<file path="config.mk">
export PLATFORM = sky130hd
export DESIGN_NAME = adc_1bit
export DESIGN_NICKNAME = d
export VERILOG_FILES = /design/src/rtl/adc_1bit.sv
export SDC_FILE = /design/constraint.sdc
export NUM_CORES = 1
export LEC_CHECK = 0
export ABC_AREA = 1
export ABC_CLOCK_PERIOD_IN_PS = 2900
export CAP_MARGIN = 10
export CORE_MARGIN = 5
export CORE_UTILIZATION = 40
export DETAILED_ROUTE_END_ITERATION = 8
export SETUP_SLACK_MARGIN = 0.15
export SKIP_CTS_REPAIR_TIMING = 1
export SLEW_MARGIN = 15
export SYNTH_ARGS = -nofsm -noshare
export SYNTH_HDL_FRONTEND = slang
export SYNTH_SLANG_ARGS = --single-unit
</file>
<file path="constraint.sdc">
create_clock -name CLK -period 2.9 [get_ports CLK]
set_clock_uncertainty 0.05 [all_clocks]
set_input_delay 0.725 -clock CLK [delete_from_list [all_inputs] [get_ports CLK]]
set_output_delay 0.725 -clock CLK [all_outputs]
set_load 0.01 [all_outputs]
</file>
<file path="src/rtl/adc_1bit.sv">
// First-order sigma-delta ADC front end with second-order CIC decimator and signed PCM output.
// Optional DC-blocking high-pass after the scaler when ADC_1BIT_DCBLOCK_EN is defined.
module adc_1bit #(
    parameter int unsigned DIV       = 5,
    parameter int unsigned DECIM     = 64,
    parameter int unsigned BIT_WIDTH = 16
) (
    input  logic                 CLK,
    input  logic                 RESET_n,
    input  logic                 CMP_IN,
    output logic                 FB_OUT,
    output logic [BIT_WIDTH-1:0] SIGNAL,
    output logic                 VALID
);

    localparam int unsigned LOG2_DECIM = $clog2(DECIM);
    localparam int unsigned W          = 2 * LOG2_DECIM + 2;
    localparam int unsigned SHIFT      = BIT_WIDTH - 1 - 2 * LOG2_DECIM;
    localparam int unsigned SW         = BIT_WIDTH + 1;
    localparam int unsigned DIV_W      = (DIV > 1) ? $clog2(DIV) : 1;
    localparam int unsigned DEC_W      = LOG2_DECIM;

    localparam logic signed [SW-1:0] SAT_MAX = {2'b00, {(BIT_WIDTH-1){1'b1}}};
    localparam logic signed [SW-1:0] SAT_MIN = {2'b11, {(BIT_WIDTH-1){1'b0}}};

    logic [DIV_W-1:0]     div_cnt;
    logic [DEC_W-1:0]     dec_cnt;
    logic [1:0]           settle_cnt;
    logic                 sync1;
    logic                 cmp_s;
    logic signed [W-1:0]  int1;
    logic signed [W-1:0]  int2;
    logic signed [W-1:0]  d1;
    logic signed [W-1:0]  d2;
    logic signed [W-1:0]  c2_q;
    logic                 c2_vld;

    logic                 tick_c;
    logic                 dec_wrap_c;
    logic signed [W-1:0]  x_c;
    logic signed [W-1:0]  c1_c;
    logic signed [W-1:0]  c2_c;
    logic signed [SW-1:0] wide_c;
    logic signed [BIT_WIDTH-1:0] sat_c;

    assign tick_c     = (div_cnt == DIV_W'(0));
    assign dec_wrap_c = tick_c && (dec_cnt == DEC_W'(DECIM - 1));
    assign x_c        = cmp_s ? W'(1) : {W{1'b1}};
    assign c1_c       = int2 - d1;
    assign c2_c       = c1_c - d2;

    // Scale the CIC result to full PCM range; only +DECIM^2 can exceed it.
    assign wide_c = SW'(c2_q) <<< SHIFT;
    always_comb begin
        sat_c = wide_c[BIT_WIDTH-1:0];
        if (wide_c > SAT_MAX) begin
            sat_c = SAT_MAX[BIT_WIDTH-1:0];
        end else if (wide_c < SAT_MIN) begin
            sat_c = SAT_MIN[BIT_WIDTH-1:0];
        end
    end

    // Synchronizer, tick divider, modulator, integrators and comb section.
    always_ff @(posedge CLK or negedge RESET_n) begin
        if (!RESET_n) begin
            div_cnt    <= '0;
            dec_cnt    <= '0;
            settle_cnt <= '0;
            sync1      <= 1'b0;
            cmp_s      <= 1'b0;
            FB_OUT     <= 1'b0;
            int1       <= '0;
            int2       <= '0;
            d1         <= '0;
            d2         <= '0;
            c2_q       <= '0;
            c2_vld     <= 1'b0;
        end else begin
            sync1  <= CMP_IN;
            cmp_s  <= sync1;
            c2_vld <= 1'b0;
            div_cnt <= (div_cnt == DIV_W'(DIV - 1)) ? '0 : div_cnt + DIV_W'(1);
            if (tick_c) begin
                FB_OUT  <= cmp_s;
                int1    <= int1 + x_c;
                int2    <= int2 + int1;
                dec_cnt <= dec_cnt + DEC_W'(1);
            end
            if (dec_wrap_c) begin
                d1   <= int2;
                d2   <= c1_c;
                c2_q <= c2_c;
                // Startup results are discarded until the comb delays hold real history.
                if (settle_cnt == 2'd2) begin
                    c2_vld <= 1'b1;
                end else begin
                    settle_cnt <= settle_cnt + 2'd1;
                end
            end
        end
    end

`ifdef ADC_1BIT_DCBLOCK_EN
    localparam int unsigned DW = BIT_WIDTH + 2;
    localparam logic signed [DW-1:0] DC_MAX = {3'b000, {(BIT_WIDTH-1){1'b1}}};
    localparam logic signed [DW-1:0] DC_MIN = {3'b111, {(BIT_WIDTH-1){1'b0}}};

    logic signed [BIT_WIDTH-1:0] sc_q;
    logic signed [BIT_WIDTH-1:0] s_prev;
    logic signed [BIT_WIDTH-1:0] y_prev;
    logic                        sc_vld;
    logic signed [DW-1:0]        y_c;
    logic signed [BIT_WIDTH-1:0] y_sat_c;

    assign y_c = DW'(sc_q) - DW'(s_prev) + DW'(y_prev) - DW'(y_prev >>> 8);

    always_comb begin
        y_sat_c = y_c[BIT_WIDTH-1:0];
        if (y_c > DC_MAX) begin
            y_sat_c = DC_MAX[BIT_WIDTH-1:0];
        end else if (y_c < DC_MIN) begin
            y_sat_c = DC_MIN[BIT_WIDTH-1:0];
        end
    end

    // Scaler register followed by the one-pole DC blocker.
    always_ff @(posedge CLK or negedge RESET_n) begin
        if (!RESET_n) begin
            sc_q   <= '0;
            sc_vld <= 1'b0;
            s_prev <= '0;
            y_prev <= '0;
            SIGNAL <= '0;
            VALID  <= 1'b0;
        end else begin
            sc_vld <= c2_vld;
            VALID  <= sc_vld;
            if (c2_vld) begin
                sc_q <= sat_c;
            end
            if (sc_vld) begin
                SIGNAL <= y_sat_c;
                s_prev <= sc_q;
                y_prev <= y_sat_c;
            end
        end
    end
`else
    // Scaled CIC output straight to the port.
    always_ff @(posedge CLK or negedge RESET_n) begin
        if (!RESET_n) begin
            SIGNAL <= '0;
            VALID  <= 1'b0;
        end else begin
            VALID <= c2_vld;
            if (c2_vld) begin
                SIGNAL <= sat_c;
            end
        end
    end
`endif

endmodule

</file>
==> run_results.csv, run 1 <==
group,metric,value,unit
critical_path,critical_path.most_common_cell,"ha_4",
synthesis,synthesis.area_per_instance,7.94,um2
global_routing,global_route_wire_length_before_repair,21.5,mm
timing,final_hold_viol_count,0,
placed_design,finalWeightedCongestion,0.762,
synthesis,synth_seq_cells,100,
detailed_routing,vias,5027,
cts,htreeDepth,3,
run_status,result_of_the_run,"complete, no violations",
finish,insertedDiodeCount,0,
synthesis,post_synth_inst_count,791,
die,die_y_extent,135,um
synthesis,syn-cell-area,0.00628,mm2
die,die_w,135,um
synthesis,syn_nets,853,
timing,rsz0062_at_grt,"yes",
detailed_routing,routed_wirelength,12.4,mm
global_routing,globalRouteTotalUtil,0.143,
synthesis,synth-edff-count,0,
synthesis,seq_area_frac_synth,0.398,
detailed_routing,detail_route.first_pass.iterations,4,
cts,clock_sink_count,100,
detailed_routing,vias_per_cell,4.78,
timing,finalHoldWorstSlack,0.303,ns
global_routing,initial_antenna_violation_count,0,
global_routing,grt_pass1_vias,4832,
job,cap_viol_max_count,0,
detailed_routing,drc_errors,0,
timing,report.final.slew_viol_count,0,
power,maximum_ir_drop_on_the_vdd_rail,434,uV
cts,worst_setup_hold_path_clk_slew,0.07,ns
synthesis,synth.distinct_cells,39,
cts,tritoncts.num_buffers,9,
die,design.portCount,21,
timing,finalSetupViolations,0,
cts,tritoncts,"yes",
detailed_routing,drt_iter0_drcs,186,
critical_path,critPathSlowestCell,"dfrtp_1",
critical_path,critPathTopFamily,"adder cells",
cts,clk_root_buffer_cell,"clkbuf_16",
die,initial_standard_cell_utilization_of_the_core,0.410,
power,powerDensity,1130,mW/mm2
die,std_cell_rows,45,
critical_path,critical_path_required,3.08,ns
timing,maximum_frequency_from_static_timing_analysis,356,MHz
global_routing,grt_overflow_total,0,
critical_path,timing_worst_setup_path_type,"reg -> reg",
die,die_area,0.0183,mm2
timing,period_minus_slack,2.81,ns
finish,num-nets-final,898,
finish,synthToLayoutAreaGrowth,20.3,%
worst_hold_path,timing.hold.worst.class,"reg -> reg",
timing,worst_slew_pin_slew,0.789,ns
die,coreArea,0.0153,mm2
critical_path,start_kind,"register",
synthesis,yosys_most_used_dff,"dfrtp_1",
finish,post_route_cells_drive_above_1_share,0.161,
cts,clock_path_buffers,2,
critical_path,worst_setup_path_end_kind,"register",
timing,layout_worst_path_cycle_share,0.968,
finish,most-common-layout-cells,"nand2_1 (205), dfrtp_1 (99), inv_1 (81)",
critical_path,worst-path-buf-inv,2,
power,p_total,8580,uW
critical_path,critPathArrivalTime,2.99,ns
detailed_routing,avgRoutedWirePerCell,11.8,um
detailed_routing,remaining_antenna_violation_count,0,
global_routing,grt_start_max_net_pins,47,
cts,worst_skew_pair.late_latency,0.35,ns
placed_design,detailedPlacementHpwl,9.05,mm
power,total_leakage_power,0.00353,uW
synthesis,yosysWarnings,0,
timing,maxSlewHeadroom,0.472,
placed_design,place.port_buffers,20,
critical_path,path_max_fanout,6,
finish,most_common_cell_after_layout_fill_and_taps_aside,"nand2_1",
critical_path,worst_path_largest_cell_delay,0.42,ns
critical_path,critical_path.cell_chain,"ha_4 -> fa_2 -> buf_4 -> inv_2 -> nand3_2 -> nand4_1 -> xor2_2 -> ha_4 -> nand2_4 -> nor3_4 -> nand2_1 -> o2111ai_2 -> xor2_1 -> o21ai_1",
synthesis,ys_async_sr_fraction,1.00,
[cell type report]
cell class	count	area, um2
Inverter	91	344
Fill cell	1520	7750
Sequential cell	100	2500
Clock buffer	10	239
Multi-Input combinational cell	581	3690
Tap cell	211	264
Timing Repair Buffer	53	470
Clock inverter	6	48.8
[flip-flops by register name (all words and copies together), names as in the netlist]
name	count
FB_OUT	1
SIGNAL	14
VALID	1
c2_q	14
c2_vld	1
cmp_s	1
d1	14
d2	14
dec_cnt	6
div_cnt	3
int1	14
int2	14
settle_cnt	2
sync1	1
[Yosys cell counts (4+ instances only)]
cell      count  area [um2]
nand3_1      48         240
buf_2         7        35.0
nor2_1       44         165
ha_1         55         688
nand2_2       4        25.0
o21bai_1      5        37.5
inv_1        89         334
fa_1          4        80.1
xor2_1       26         228
clkbuf_1      5        18.8
xnor2_1      13         114
dfrtp_1     100        2500
a21oi_1      41         205
o21ai_0      67         335
nand2_1     215         807
nor3_1        4        20.0
o21ai_1      20         100
nand4_1       5        31.3
[cell families (layout without fill, tap and decap cells)]
group / count (synthesis) / after routing / synth area share
xor gates and xnor gates: 40 / 40 / 0.0570
AOI/OAI and AO/OA: 147 / 147 / 0.125
DFF: 100 / 100 / 0.398
buffers and inverters: 110 / 160 / 0.0717
and+or+nand+nor: 335 / 335 / 0.226
adders and majority gates: 59 / 59 / 0.122
[final timing paths]
kind	from	to	slack [ns]	depth (start not counted)
min	sync1	cmp_s	0.30	0
max in group asynchronous	RESET_n	int2[4]	1.83	2
max reg2reg	d1[0]	c2_q[12]	0.09	14
min in group asynchronous	RESET_n	SIGNAL[5]	0.32	1
min reg2reg	sync1	cmp_s	0.30	0
max	d1[0]	c2_q[12]	0.09	14
[through the flow]
stage                     std cells  setup slack (ns)  TNS, ns   util  area [um2]
after floorplan                 791             0.199        0      -        6340
after global placement         1022           -0.0517  -0.0517  0.448        6870
after detailed placement       1022           -0.0804   -0.154  0.448        6870
after CTS                      1038           -0.0997   -0.201  0.467        7150
after global routing           1052           -0.0813   -0.188  0.494        7560
final                          1052            0.0939        0  0.494        7560
[where the power goes]
group / switching [uW] / internal (uW)
combinational: 3140 / 2470
clock: 551 / 611
sequential: 217 / 1580
[per-layer routing]
| metal | share of wire | vias to the layer above | GRT usage |
|---|---|---|---|
| met5 | 0 | - | 0 |
| met4 | 0.015 | 0 | 0.0392 |
| met3 | 0.033 | 17 | 0.0368 |
| met2 | 0.49 | 58 | 0.253 |
| met1 | 0.47 | 2287 | 0.172 |
| li1 | - | 2665 | - |
(Power assumes the default switching activity.)
==> run 2: changes to the inputs <==
CORE_ASPECT_RATIO = 1.75   (was not set)
==> run 2 against run 1 <==
Via count grew 3.3%; global-route usage up 0.45 points; first-iteration DRC count is 22% lower; sequential power about the same; utilization fell by 0.16 points; critical path depth rose by 2; worst setup slack got worse by 0.0094 ns; non-clock buffer count is 7 higher; final cell count fell by 1.8%; register-to-register slack about the same; largest power group unchanged; highest routed layer unchanged.
==> run_results.csv, run 2 (same netlist as run 1, synthesis figures left out) <==
group,metric,value,unit
cts,tritoncts,"yes",
critical_path,critical_path.cell_chain,"ha_1 -> a21oi_2 -> nor2_1 -> nor2_1 -> nand3_1 -> xor2_1 -> ha_2 -> inv_1 -> nor3_4 -> nand2_1 -> nor2_1 -> nor2_2 -> inv_1 -> nand3_1 -> nand3_1 -> nand2_1",
timing,final_hold_viol_count,0,
critical_path,path_max_fanout,5,
timing,period_minus_slack,2.82,ns
critical_path,timing_worst_setup_path_type,"reg -> reg",
timing,worst_slew_pin_slew,0.867,ns
critical_path,worst-path-stages,16,
power,relative_contribution_of_combinational_cells_to_total_power,0.673,
detailed_routing,avgRoutedWirePerCell,13.3,um
die,die_w,105,um
finish,nFillCells,1513,
detailed_routing,vias_per_cell,5.03,
placed_design,dp.cells,1003,
timing,report.final.slew_viol_count,0,
critical_path,critical_path_required,3.09,ns
cts,worst_skew_pair.late_latency,0.34,ns
worst_hold_path,timing.hold.worst.class,"in -> async",
finish,multi_input_area,0.00371,mm2
cts,worst_setup_hold_path_clk_slew,0.07,ns
critical_path,critPathTopFamily,"simple AND/OR/NAND/NOR gates",
critical_path,start_kind,"register",
finish,insertedDiodeCount,0,
finish,most-common-layout-cells,"nand2_1 (204), dfrtp_1 (100), inv_1 (80)",
power,maximum_ir_drop_on_the_vdd_rail,442,uV
detailed_routing,remaining_antenna_violation_count,0,
placed_design,place_ws,-0.0468,ns
critical_path,critPathSlowestCell,"dfrtp_1",
critical_path,startpoint,"int2[8]",
global_routing,grt_pass1_vias,5042,
global_routing,grt_start_max_net_pins,59,
finish,synthToLayoutAreaGrowth,20.5,%
power,seq_power_share,0.201,
finish,num-nets-final,905,
critical_path,rr_endpoint,"c2_q[13]",
global_routing,global_route_wire_length_before_repair,22.4,mm
timing,maximum_frequency_from_static_timing_analysis,355,MHz
die,die_y_extent,176,um
run_status,result_of_the_run,"complete, no violations",
timing,fin_ws,0.0845,ns
critical_path,critPathCapture,"c2_q[13]",
critical_path,setup.reg_to_reg.worst_slack,0.08,ns
power,power.share.clock,0.126,
timing,layout_worst_path_cycle_share,0.971,
detailed_routing,met3_wirelength,284,um
timing,maxSlewHeadroom,0.420,
cts,clock_sink_count,100,
detailed_routing,vias,5195,
cts,htreeDepth,3,
cts,tritoncts.num_buffers,9,
detailed_routing,drc_errors,0,
global_routing,globalRouteTotalUtil,0.148,
detailed_routing,routed_wirelength,13.7,mm
detailed_routing,detail_route.first_pass.iterations,4,
cts,clk_root_buffer_cell,"clkbuf_16",
placed_design,placed_cell_area,0.00687,mm2
die,initial_standard_cell_utilization_of_the_core,0.408,
critical_path,worst-path-buf-inv,2,
critical_path,critPathArrivalTime,3.00,ns
detailed_routing,routed.top_layer,"met4",
power,total_leakage_power,0.00356,uW
detailed_routing,met2_length,7.49,mm
detailed_routing,drt-met1-wl,5.36,mm
placed_design,place.port_buffers,20,
critical_path,r2r_start,"int2[8]",
detailed_routing,drt_iter0_drcs,145,
cts,clock_path_buffers,2,
power,swShare,0.459,
power,powerDensity,1170,mW/mm2
critical_path,worstRegToRegCells,16,
finish,ff_latch_area,0.00250,mm2
critical_path,worst_setup_path_end_kind,"register",
power,p_switching,4060,uW
global_routing,grt_overflow_total,0,
timing,finalSetupViolations,0,
finish,layout.cells.non_filler,1033,
job,cap_viol_max_count,0,
die,std_cell_rows,60,
die,coreArea,0.0154,mm2
die,die_area,0.0184,mm2
die,design.portCount,21,
critical_path,worst_path_largest_cell_delay,0.42,ns
timing,rsz0062_at_grt,"yes",
placed_design,finalWeightedCongestion,0.874,
power,power_report.internal_total,4780,uW
placed_design,detailedPlacementHpwl,9.98,mm
finish,final_design_area_no_fill,0.00757,mm2
finish,most_common_cell_after_layout_fill_and_taps_aside,"nand2_1",
finish,post_route_cells_drive_above_1_share,0.166,
global_routing,initial_antenna_violation_count,0,
## run 2: cell types whose count changed in the layout (fill, tap and decap cells not counted), moves of 2 or more
cell and delta:
xor2_1 +2, o21ai_1 +2, buf_6 +2, nand2_2 -2, xor2_2 -2, buf_4 +6
nand2_4 +3
## run 2: how the worst min path moves through the flow
stage	start	end	depth (start not counted)
finish	RESET_n	SIGNAL[3]	1
global route	sync1	cmp_s	0
CTS	sync1	cmp_s	0
detailed placement	sync1	cmp_s	0
global placement	sync1	cmp_s	0
floorplan	sync1	cmp_s	0
## run 2: metrics by stage
stage / TNS, ns / utilization / hold WS (ns) / power (uW)
final: 0 / 0.492 / 0.301 / 8840
after global routing: -0.137 / 0.492 / 0.320 / 9610
after CTS: -0.111 / 0.464 / 0.304 / 7890
after detailed placement: -0.0750 / 0.446 / 0.287 / 6750
after global placement: -0.0142 / 0.446 / 0.285 / 6690
after floorplan: 0 / - / 0.281 / 5420
## run 2: power groups by stage
stage	logic (uW)	clock network [uW]	registers, uW
5_1_grt	6610	1190	1810
6_report	5950	1110	1780
2_1_floorplan	3660	0	1760
3_3_place_gp	4890	0	1800
3_5_place_dp	4950	0	1810
4_1_cts	4960	1150	1780
## run 2: worst register-to-register path, delay by kind of cell (launching register included)
family / cells / cell delay (ns)
compound gates: 1 / 0.24
fa+ha+maj: 2 / 0.81
xor+xnor: 1 / 0.17
simple gates: 10 / 0.88
flops: 1 / 0.42
buf+inv: 2 / 0.15
## run 2: metal layers
| layer | up-vias | track usage |
|---|---|---|
| li1 | 2662 | - |
| met3 | 41 | 0.0221 |
| met5 | - | 0 |
| met1 | 2424 | 0.153 |
| met4 | 0 | 0.0747 |
| met2 | 68 | 0.281 |
## run 2: final cells by class
cell class,count,share of cell area
flip-flops and latches,100,0.330
multi-input cells,581,0.490
clock buffers,10,0.0302
inverters,91,0.0454
well taps,186,0.0307
repair buffers,60,0.0684
clock inverters,5,0.00529
